--- src/rtl/fft_alu_pipe_pkg.sv ---
// Shared mode encoding and helpers for the pipelined FFT datapath ALU.
// Mode codes keep the legacy combinational-ALU values and add MULT_Q, MAC and ACC_CLR.
package fft_alu_pipe_pkg;

    localparam int MODE_W = 5;

    typedef logic [MODE_W-1:0] alu_mode_t;

    localparam alu_mode_t ALUMODE_IDLE     = 5'd0;
    localparam alu_mode_t ALUMODE_A_ADD_B  = 5'd1;
    localparam alu_mode_t ALUMODE_A_SUB_B  = 5'd2;
    localparam alu_mode_t ALUMODE_A_ADD_C  = 5'd3;
    localparam alu_mode_t ALUMODE_A_MULT_B = 5'd4;
    localparam alu_mode_t ALUMODE_A_MULT_Q = 5'd5;
    localparam alu_mode_t ALUMODE_A_MAC    = 5'd6;
    localparam alu_mode_t ALUMODE_ACC_CLR  = 5'd7;

    // IDLE and ACC_CLR beats are consumed inside the pipe and never reach the output.
    function automatic logic mode_has_output(input alu_mode_t mode);
        return !(mode == ALUMODE_IDLE || mode == ALUMODE_ACC_CLR);
    endfunction

endpackage

--- src/rtl/fft_alu_sat.sv ---
// Combinational signed clamp from IW bits down to the OW-bit signed range.
// Zero latency; no flow control (pure function of din).
module fft_alu_sat #(
    parameter int IW = 33,
    parameter int OW = 32
) (
    input  logic signed [IW-1:0] din,
    output logic signed [OW-1:0] dout
);

    localparam logic signed [IW-1:0] MAX_V = {{(IW-OW+1){1'b0}}, {(OW-1){1'b1}}};
    localparam logic signed [IW-1:0] MIN_V = {{(IW-OW+1){1'b1}}, {(OW-1){1'b0}}};

    always_comb begin
        if (din > MAX_V) begin
            dout = MAX_V[OW-1:0];
        end else if (din < MIN_V) begin
            dout = MIN_V[OW-1:0];
        end else begin
            dout = din[OW-1:0];
        end
    end

endmodule

--- src/rtl/fft_alu_pipe.sv ---
// Two-stage pipelined FFT ALU: add/sub/mult, Q-format rounded mult, MAC; FFT_ALU_SAT_EN clamps MULT_Q and MAC.
// Latency 2 cycles accept-to-result, 1 beat/cycle.
// Backpressure: whole pipe freezes while a result is held unaccepted; in_ready_o mirrors the enable.
module fft_alu_pipe
    import fft_alu_pipe_pkg::*;
#(
    parameter int W    = 16,
    parameter int FRAC = W - 1
) (
    input  logic                  clk,
    input  logic                  rst,
    input  logic                  in_valid_i,
    output logic                  in_ready_o,
    input  logic signed [W-1:0]   op_a_i,
    input  logic signed [W-1:0]   op_b_i,
    input  logic signed [W-1:0]   op_c_i,
    input  alu_mode_t             alu_mode_i,
    output logic                  out_valid_o,
    input  logic                  out_ready_i,
    output logic signed [2*W-1:0] res_o
);

    localparam int RW = 2 * W;
    localparam logic signed [RW-1:0] RND = {{(RW-1){1'b0}}, 1'b1} << (FRAC - 1);

    logic                 en;
    logic signed [RW-1:0] prod_in;

    logic                 s1_vld;
    logic signed [W-1:0]  s1_a;
    logic signed [W-1:0]  s1_b;
    logic signed [W-1:0]  s1_c;
    alu_mode_t            s1_mode;
    logic signed [RW-1:0] s1_prod;

    logic signed [RW-1:0] acc;
    logic signed [RW-1:0] a_x;
    logic signed [RW-1:0] b_x;
    logic signed [RW-1:0] c_x;
    logic signed [RW-1:0] q_rnd;
    logic signed [RW-1:0] q_full;
    logic signed [RW-1:0] q_res;
    logic signed [RW-1:0] mac_sum;
    logic signed [RW-1:0] res_next;
    logic signed [RW-1:0] acc_next;

    assign en         = !out_valid_o || out_ready_i;
    assign in_ready_o = en;
    assign prod_in    = RW'(op_a_i) * RW'(op_b_i);

    always_ff @(posedge clk or negedge rst) begin
        if (!rst) begin
            s1_vld  <= 1'b0;
            s1_a    <= '0;
            s1_b    <= '0;
            s1_c    <= '0;
            s1_mode <= ALUMODE_IDLE;
            s1_prod <= '0;
        end else if (en) begin
            s1_vld  <= in_valid_i;
            s1_a    <= op_a_i;
            s1_b    <= op_b_i;
            s1_c    <= op_c_i;
            s1_mode <= alu_mode_i;
            s1_prod <= prod_in;
        end
    end

    // Operands are widened to 2W first so add/sub can never overflow.
    assign a_x    = RW'(s1_a);
    assign b_x    = RW'(s1_b);
    assign c_x    = RW'(s1_c);
    assign q_rnd  = s1_prod + RND;
    assign q_full = q_rnd >>> FRAC;

`ifdef FFT_ALU_SAT_EN
    logic signed [W-1:0] q_clamp;
    logic signed [RW:0]  mac_wide;

    fft_alu_sat #(.IW(RW), .OW(W)) u_q_sat (
        .din  (q_full),
        .dout (q_clamp)
    );

    assign q_res    = RW'(q_clamp);
    assign mac_wide = (RW+1)'(acc) + (RW+1)'(s1_prod);

    fft_alu_sat #(.IW(RW+1), .OW(RW)) u_mac_sat (
        .din  (mac_wide),
        .dout (mac_sum)
    );
`else
    assign q_res   = q_full;
    assign mac_sum = acc + s1_prod;
`endif

    always_comb begin
        res_next = '0;
        acc_next = acc;
        case (s1_mode)
            ALUMODE_A_ADD_B:  res_next = a_x + b_x;
            ALUMODE_A_SUB_B:  res_next = a_x - b_x;
            ALUMODE_A_ADD_C:  res_next = a_x + c_x;
            ALUMODE_A_MULT_B: res_next = s1_prod;
            ALUMODE_A_MULT_Q: res_next = q_res;
            ALUMODE_A_MAC: begin
                acc_next = mac_sum;
                res_next = mac_sum;
            end
            ALUMODE_ACC_CLR:  acc_next = '0;
            default:          res_next = '0;
        endcase
    end

    // acc lives in stage 2, so consecutive MAC beats see each other's result without forwarding.
    always_ff @(posedge clk or negedge rst) begin
        if (!rst) begin
            out_valid_o <= 1'b0;
            res_o       <= '0;
            acc         <= '0;
        end else if (en) begin
            out_valid_o <= s1_vld && mode_has_output(s1_mode);
            res_o       <= res_next;
            if (s1_vld) begin
                acc <= acc_next;
            end
        end
    end

endmodule

--- config.mk ---
export PLATFORM = sky130hd
export DESIGN_NAME = fft_alu_pipe
export DESIGN_NICKNAME = d
export VERILOG_FILES = /design/src/rtl/fft_alu_pipe_pkg.sv /design/src/rtl/fft_alu_sat.sv /design/src/rtl/fft_alu_pipe.sv
export SDC_FILE = /design/constraint.sdc
export NUM_CORES = 1
export LEC_CHECK = 0
export CAP_MARGIN = 30
export CELL_PAD_IN_SITES_DETAIL_PLACEMENT = 0
export CELL_PAD_IN_SITES_GLOBAL_PLACEMENT = 1
export CORE_ASPECT_RATIO = 0.8
export CORE_UTILIZATION = 53
export DETAILED_ROUTE_END_ITERATION = 12
export MAX_ROUTING_LAYER = met4
export PLACE_DENSITY = 0.95
export SYNTH_ARGS = -nofsm -noshare
export SYNTH_HDL_FRONTEND = slang
export SYNTH_SLANG_ARGS = --single-unit
--- constraint.sdc ---
create_clock -name clk -period 7.3 [get_ports clk]
set_input_delay 1.46 -clock clk [delete_from_list [all_inputs] [get_ports clk]]
set_output_delay 1.46 -clock clk [all_outputs]
set_load 0.1 [all_outputs]
### Yosys cells after proc, flatten, opt, wreduce, memory -nomap -nowiden

Index checks and enable logic that the tools add are counted.

* flip-flop bits (word level): 151
* latch bits: 0
* RAM bits: 0
* ROM bits: 0
* input bits: 57
* output and inout port bits: 34
* logic and storage cells: 32
* memories kept: 0

* $add $sub $neg: 5
* $mul: 1
* divide/modulo/power cells: 0
* $lt $le $gt $ge: 0
* equal/unequal tests: 7
* shifts and indexed selects: 0
* multiplexer cells: 2
* bitwise logic cells: 0
* reductions and logical operators: 8

Operators by type and width (count)
* 32-bit one-hot mux with 6 select lines: 1
* 32-bit one-hot mux with 2 select lines: 1
* 16-bit by 16-bit adder with 17-bit output: 2
* 32-bit by 16-bit adder with 32-bit output (second input constant): 1
* 32-bit adder: 1
* 16-bit by 16-bit multiplier with 32-bit output: 1
* 5-bit by 3-bit == test with 1-bit output (second input constant): 4
* 16-bit by 16-bit subtractor with 17-bit output: 1
* 5-bit by 2-bit == test with 1-bit output (second input constant): 2
* 5-bit by 1-bit == test with 1-bit output (second input constant): 1
* 5-bit zero test: 1
* 3-bit AND reduction: 1
* 1-bit zero test: 2
* 1-bit logical OR: 2
* 2-bit nonzero test: 1
* 1-bit logical AND: 1

### Depth between registers and ports, before layout

Gate-level depths: netlist (run 1).

* depth after elaboration: 4
* depth in mapped cells: 24
* depth with buffers taken out: 22

### Least setup slack after synthesis (run 1)

Ideal clock, no wire load.

* path kind: input port to flip-flop
* start point: input port op_b_i[7]
* end point: register s1_prod[30]
* setup time: 0.094 ns
* arrival time: 7.179 ns
* data required time: 7.206 ns
* path slack: 0.027 ns
* cell stages on the path: 23
* buffers on the path: 2
* path through: clkbuf_1 > clkbuf_1 > nand2_1 > fa_1 > inv_1 > fa_1 > inv_1 > fa_1 > inv_1 > fa_1 > fa_1 > inv_1 > fa_1 > inv_1 > ha_1 > a21o_1 > a21o_1 > a21o_1 > o2111ai_1 > a21boi_0 > o311ai_0 > mux2_2 > a211oi_1

* word-level cells in the longest chain between the ends: 1

Ends and longest elaborated chain
* from (decl): RTL line fft_alu_pipe.sv:15 `input logic signed [W-1:0] op_b_i,`
* 16-bit by 16-bit multiplier with 32-bit output: RTL line fft_alu_pipe.sv:49 `assign prod_in = RW'(op_a_i) * RW'(op_b_i);`
* to (signal assigned): RTL line fft_alu_pipe.sv:65 `s1_prod <= prod_in;`
* to (decl): RTL line fft_alu_pipe.sv:34 `logic signed [RW-1:0] s1_prod;`

No other way between the ends.
A chain may end at the register's enable or synchronous reset.

### Worst setup path in the final report (run 1)

* start point: input port op_a_i[15]
* end point: register s1_prod[31]

* word-level cells in the longest chain between the ends: 1

Ends and longest elaborated chain
* from (decl): RTL line fft_alu_pipe.sv:14 `input logic signed [W-1:0] op_a_i,`
* 16-bit by 16-bit multiplier with 32-bit output: RTL line fft_alu_pipe.sv:49

No other way between the ends.

==> results of run 1 <==
[worst max-delay path, delay by kind of cell]
family | cells | cell delay [ps]
AND/OR/NAND/NOR | 6 | 810
adder cells (fa/ha/maj) | 7 | 3260
AO/OA/AOI/OAI | 3 | 550
buffers and inverters | 8 | 1300
[synthesized netlist by cell type, drive strengths merged, types with 4 or more instances]
master | instances | area [sq um]
a222oi | 13 | 130.1
nor2b | 12 | 75.07
a311o | 4 | 40.04
a22o | 32 | 280.3
o22ai | 4 | 25.02
o21bai | 17 | 127.6
o211ai | 10 | 80.07
fa | 266 | 5325
nand4 | 9 | 71.32
xnor2 | 60 | 525.5
inv | 342 | 1284
nand3 | 21 | 105.1
a21o | 45 | 337.8
a211oi | 16 | 120.1
dfrtp | 151 | 3779
nor4 | 7 | 50.05
nand2b | 15 | 93.84
a31oi | 7 | 43.79
ha | 162 | 2027
o221a | 4 | 45.04
o2bb2ai | 5 | 50.04
a41oi | 5 | 43.79
and2 | 132 | 825.8
mux2i | 5 | 50.05
a221oi | 21 | 183.9
buf | 9 | 46.29
xor2 | 32 | 280.3
nor2 | 81 | 304.0
nor3b | 4 | 40.03
nand2 | 368 | 1381
o31ai | 14 | 118.9
o21ai | 102 | 518.0
a22oi | 8 | 60.06
nor3 | 26 | 135.1
clkbuf | 88 | 330.3
and3 | 12 | 75.07
or2 | 5 | 31.29
o21a | 11 | 82.58
or3 | 6 | 37.54
a21oi | 102 | 529.3
[per-stage QoR]
stage	area (sq um)	cells	utilization	setup TNS [ps]	hold slack (ps)
global placement	22540	2917	0.6047	-3528	465.3
detailed placement	22540	2917	0.6047	-4916	462.4
floorplan	20170	2280	-	0	442.8
CTS	23120	2949	0.6202	0	478.9
finish	23330	2957	0.6258	0	479.1
global route	23330	2957	0.6258	-11.45	512.1
[cell type report]
| class | count | area share |
|---|---|---|
| Multi-Input combinational cell | 1690 | 0.6357 |
| Sequential cell | 151 | 0.1619 |
| Timing Repair Buffer | 255 | 0.09775 |
| Inverter | 342 | 0.05507 |
| Tap cell | 487 | 0.02611 |
| Clock buffer | 18 | 0.01839 |
| Clock inverter | 14 | 0.005040 |
[registers in the layout, summed over array words and instances (netlist names)]
register,count
out_valid_o,1
res_o,32
s1_vld,1
s1_a,16
s1_mode,5
s1_prod,32
s1_b,16
s1_c,16
acc,32
[metal layers]
layer	vias to the layer above	wire, microns	track usage
met5	-	0	-
met2	683	25960	0.4691
met3	129	3865	0.04686
met1	8461	23900	0.4260
li1	7820	-	-
met4	0	1775	0.1046
[final timing paths]
| check | from | endpoint | depth (start not counted) |
|---|---|---|---|
| worst max-delay path | op_a_i[15] | s1_prod[31] | 24 |
| worst min-delay path | s1_c[0] | s1_c[0] | 2 |
| worst max register to register | s1_prod[0] | res_o[14] | 11 |
| worst min register to register | s1_c[0] | s1_c[0] | 2 |
| max in group asynchronous | rst | s1_prod[16] | 2 |
| min in group asynchronous | rst | s1_c[2] | 1 |
[cell usage in the layout, fill, tap and decap left out, drive strengths merged, types with 6 or more instances in the layout]
master         synthesis  routed
nand2                368     368
inv                  342     346
fa                   266     266
buf                    9     166
ha                   162     162
dfrtp                151     151
and2                 132     132
o21ai                102     102
a21oi                102     102
nor2                  81      81
clkdlybuf4s50          0      73
xnor2                 60      60
a21o                  45      45
xor2                  32      32
a22o                  32      32
nor3                  26      26
nand3                 21      21
a221oi                21      21
clkbuf                88      18
o21bai                17      17
a211oi                16      16
nand2b                15      15
dlymetal6s2s           0      14
o31ai                 14      14
a222oi                13      13
and3                  12      12
nor2b                 12      12
o21a                  11      11
o211ai                10      10
nand4                  9       9
a22oi                  8       8
a31oi                  7       7
nor4                   7       7
or3                    6       6
[repair_timing]
action	CTS	global route
endpoints found under the setup margin	6	10
pin swaps	4	17
buffers inserted	0	7
gates resized for setup	11	36
[cells by family (layout without fill, tap and decap cells)]
kind of cell | Yosys count | count (layout) | synth area share
simple gates | 709 | 709 | 0.1653
compound gates | 454 | 454 | 0.1569
buf+inv | 439 | 629 | 0.08233
fa+ha+maj | 428 | 428 | 0.3645
flops | 151 | 151 | 0.1874
xor+xnor | 92 | 92 | 0.03995
mux | 7 | 7 | 0.003598
==> results.md, run 1 <==
- Status: finished, violations left
- Failing checks: design-rule violations
- Layout cells sized above 1: 0.1008
- Max-Cap Viols: 0
- CTS tree: yes
- Number of global-route vias before repair: roughly 18k
- Pre-CTS WS: -653.2 ps
- Endpoints failing setup: 0
- Worst setup SP type: input pin
- Port Buffers: 90
- Die Ht: between 150 and 200 microns
- Worst Skew: ~12 ps
- CP Cell Sequence: clkdlybuf4s50_1 -> buf_6 -> nand2_1 -> inv_1 -> fa_2 -> buf_4 -> fa_1 -> fa_2 -> fa_1 -> fa_1 -> inv_1 -> fa_1 -> inv_1 -> ha_1 -> nand3_1 -> and2b_2 -> nand2_1 -> buf_4 -> nor3_2 -> buf_4 -> o21ai_4 -> a21oi_2 -> nor4_1 -> a311o_1
- Critical path arrival: between 7000 and 8000 ps
- Routed wire per std cell: 18.77 microns
- Initial antenna violation count: 0
- Vias per inst: approximately 5.8
- Max Transition Viols Final: 0
- Starting Density: 0.5409
- Worst-path clk slew: about 60 ps
- R2r setup slk: about 3600 ps
- Mean area per synthesized cell: a little under 9 sq um
- Post-CTS Hold Buffers: 0
- Fillers: 3,066
- 1st-iter DRT viols: 1,509
- Core area: between 0.03 and 0.04 sq mm
- Register area: between 0.003 and 0.004 sq mm
- Gr ovfl total: 0
- Largest net degree at the start of global routing: between 90 and 100
- Final min period: slightly above 7000 ps
- Clock latency on the worst-skew pair: roughly 450 ps
- Synth async-reset ratio: 1.000
- CTS buffer count: 17
- CP max stage delay: ~540 ps
- WL final: 55,510 microns
- Syn nets: 2,765
- Floorplan row count: between 60 and 70
- Final HPWL from detailed placement: approximately 45,000 microns
- CP max FO: 8
- Mapped cell area: about 0.020 sq mm
- Routability congestion estimate: 0.9915
- Final count of hold timing violations: 0
- H-Tree Depth: 4
- Achievable Freq: around 140 MHz
- Synth Register Bits: roughly 150
- CTS sink cnt: roughly 150
- # diodes: 0
- Final worst-path cycle share: 0.9703
- Synthesis-to-finish area growth: 15.70%
- Post-synth EDFFs: 0
- Least-Margin Pin Slew: between 1000 and 1500 ps
- Slowest CP cell: fa_2
- Most used cell, CP: fa_1
- Crit. End Element: flip-flop
- Worst setup margin: 216.7 ps
- DIE WIDTH: between 200 and 250 microns
- Global-route usage over all layers: 0.3100
- CTS Root Buffer Type: clkbuf_16
- WP data required: approximately 7600 ps
- Worst min path class: flip-flop to flip-flop
- Count of different cell masters after synthesis: 90
- Final #Nets: between 2k and 3k
- Sequential-to-total area share from yosys stat: 0.1874
- Cells after Synth: approximately 2.3k
- Syn. warnings: 0
- DRC violations left: 1
- Slew HR: 0.3102
- First-pass GRT wire length: 91,560 microns
- Clock Path Buffers: 2
- Post-DRT Antenna Nets: 0
- Vias: about 17k
- Detailed Routing Iterations Pass 1: 9
- Top FF cell, synth: dfrtp_1
- Die area: ~0.04 sq mm
- Multi-input gate area: 0.01483 sq mm
- IO Pins: between 90 and 100
- Setup Crit Path Kind: input pin to flip-flop
Power of run 1 is left out: the tool's default activity adds up to more than one toggle a clock period on the data nets, which glitch-free logic cannot reach.
==> run 2: changes to the inputs <==
- TNS_END_PERCENT: unset -> 10
==> results.md, run 2 (synthesized netlist as in run 1, its figures left out) <==
- Status: finished, violations left (unchanged)
- Failing checks: design-rule violations (unchanged)
- Die Ht: 176.5 microns (unchanged)
- Largest net degree at the start of global routing: 99 (unchanged)
- Placed inst area: 0.02254 sq mm (unchanged)
- CTS buffer count: 17 (unchanged)
- Gr ovfl total: 0 (unchanged)
- Slew HR: 0.3102 (about the same)
- Worst-path clk slew: 60 ps (about the same)
- Final #Nets: 2,942 (unchanged)
- Synthesis-to-finish area growth: 15.68% (was 15.70%)
- 1st-iter DRT viols: 1,521 (was 1,509)
- Worst Skew: 14.12 ps (was 12.34 ps)
- CTS tree: yes (unchanged)
- DRC violations left: 1 (unchanged)
- Final Instance Area: 0.02333 sq mm (about the same)
- Worst setup SP type: input pin (unchanged)
- Port Buffers: 90 (unchanged)
- Starting Density: 0.5409 (unchanged)
- Dpl cells: 2,917 (unchanged)
- Post-CTS Hold Buffers: 0 (unchanged)
- Initial antenna violation count: 0 (unchanged)
- RSZ-0062 raised after global routing: true
- Vias: 17.10k (was 17.09k)
- Die area: 0.03884 sq mm (unchanged)
- CTS sink cnt: 151 (unchanged)
- WL final: 55,670 microns (was 55,510 microns)
- CP max FO: 8 (unchanged)
- Floorplan row count: 63 (unchanged)
- Setup Crit Path Kind: input pin to flip-flop (unchanged)
- # diodes: 0 (unchanged)
- Post-DRT Antenna Nets: 0 (unchanged)
- Vias per inst: 5.784 (was 5.781)
- Most frequent cells in the layout: 368 x nand2_1, 341 x inv_1, 260 x fa_1, 160 x ha_1, 151 x dfrtp_1 (was 368 x nand2_1, 341 x inv_1, 259 x fa_1, 160 x ha_1, 151 x dfrtp_1)
- Number of global-route vias before repair: 17.58k (unchanged)
- Least-Margin Pin Slew: 1031 ps (about the same)
- H-Tree Depth: 4 (unchanged)
- Final HPWL from detailed placement: 44,610 microns (unchanged)
- Routability congestion estimate: 0.9915 (unchanged)
- Slowest CP cell: fa_2 (unchanged)
- Crit. End Element: flip-flop (unchanged)
- Global-route usage over all layers: 0.3100 (unchanged)
- Routed wire per std cell: 18.83 microns (was 18.77 microns)
- Achievable Freq: 140.7 MHz (was 141.2 MHz)
- Critical path arrival: 7430 ps (was 7400 ps)
- Detailed Routing Iterations Pass 1: 10 (was 9)
- Clock Path Buffers: 2 (unchanged)
- Final count of hold timing violations: 0 (unchanged)
- CP Cell Sequence: clkdlybuf4s50_1 -> buf_6 -> nand2_1 -> inv_1 -> fa_2 -> fa_1 -> fa_1 -> fa_1 -> fa_1 -> inv_1 -> fa_1 -> inv_1 -> ha_1 -> a21o_1 -> a21o_1 -> a21o_1 -> a21o_1 -> a221o_1 -> o21ai_4 -> a21oi_2 -> a311o_1 (was clkdlybuf4s50_1 -> buf_6 -> nand2_1 -> inv_1 -> fa_2 -> buf_4 -> fa_1 -> fa_2 -> fa_1 -> fa_1 -> inv_1 -> fa_1 -> inv_1 -> ha_1 -> nand3_1 -> and2b_2 -> nand2_1 -> buf_4 -> nor3_2 -> buf_4 -> o21ai_4 -> a21oi_2 -> nor4_1 -> a311o_1)
- Final min period: 7110 ps (was 7083 ps)
- IO Pins: 91 (unchanged)
- CTS Root Buffer Type: clkbuf_16 (unchanged)
- Max-Cap Viols: 0 (unchanged)
- Final worst-path cycle share: 0.9739 (was 0.9703)
- Clock latency on the worst-skew pair: 440 ps (was 450 ps)
- Core area: 0.03728 sq mm (unchanged)
- CP max stage delay: 690 ps (was 540 ps)
- Layout cells sized above 1: 0.1004 (was 0.1008)
- Most used cell, CP: fa_1 (unchanged)
- DIE WIDTH: 220.1 microns (unchanged)
- WP data required: 7620 ps (about the same)
- Commonest non-fill, non-tap cell in the layout: nand2_1 (unchanged)
- Top flop regs: acc x32, res_o x32, s1_prod x32 (unchanged)
- Max Transition Viols Final: 0 (unchanged)
- Layout Cells excl Fill: 2,957 (unchanged)
- Worst min path class: flip-flop to flip-flop (unchanged)
- First-pass GRT wire length: 91,560 microns (unchanged)
- Endpoints failing setup: 0 (unchanged)
==> run 2: worst paths after layout <==
path	from	cells after the start	endpoint	slack (ps)
hold reg to reg	s1_c[0]	2	s1_c[0]	480
hold / removal	s1_c[0]	2	s1_c[0]	480
setup reg to reg	s1_prod[0]	11	res_o[14]	3550
max in group asynchronous	rst	2	s1_prod[16]	5630
min in group asynchronous	rst	1	s1_c[3]	810
setup / recovery	op_a_i[15]	21	s1_prod[31]	190
==> run 2: area by class of cell <==
cell class | count | area (sq um)
Inverter | 342 | 1285
Timing Repair Buffer | 255 | 2281
Tap cell | 487 | 609.3
Clock buffer | 18 | 429.2
Clock inverter | 14 | 117.6
Sequential cell | 151 | 3779
Fill cell | 3067 | 13950
Multi-Input combinational cell | 1690 | 14830
==> run 2: critical path, delay by kind of cell <==
kind	cells	cell delay, ps
AOI/OAI and AO/OA	8	1730
buffers and inverters	5	730
adders and majority gates	7	3410
and+or+nand+nor	1	80
==> run 2: routing by layer <==
metal,vias to the layer above,track usage,routed length (microns),share of wire
met5,-,-,0,0
met4,0,0.1046,1725,0.031
met3,112,0.04686,4099,0.074
met2,681,0.4691,26170,0.47
met1,8497,0.4260,23680,0.43
li1,7812,-,-,-
==> run 2: what timing repair did <==
item                       4_1_cts  5_1_grt
setup buffers                    0        7
setup endpoints to repair        6       10
gates resized for setup         11       35
pin swaps                        4       14
==> run 2: stage by stage <==
stage | util | worst slack [ps] | hold slack [ps] | TNS, ps
6_report | 0.6258 | 190.4 | 479.0 | 0
5_1_grt | 0.6258 | -36.59 | 512.1 | -58.19
4_1_cts | 0.6202 | 10.68 | 478.9 | 0
3_5_place_dp | 0.6047 | -653.2 | 462.4 | -4916
3_3_place_gp | 0.6047 | -480.5 | 465.3 | -3528
2_1_floorplan | - | 26.90 | 442.8 | 0
Power of run 2 is left out for the same reason.
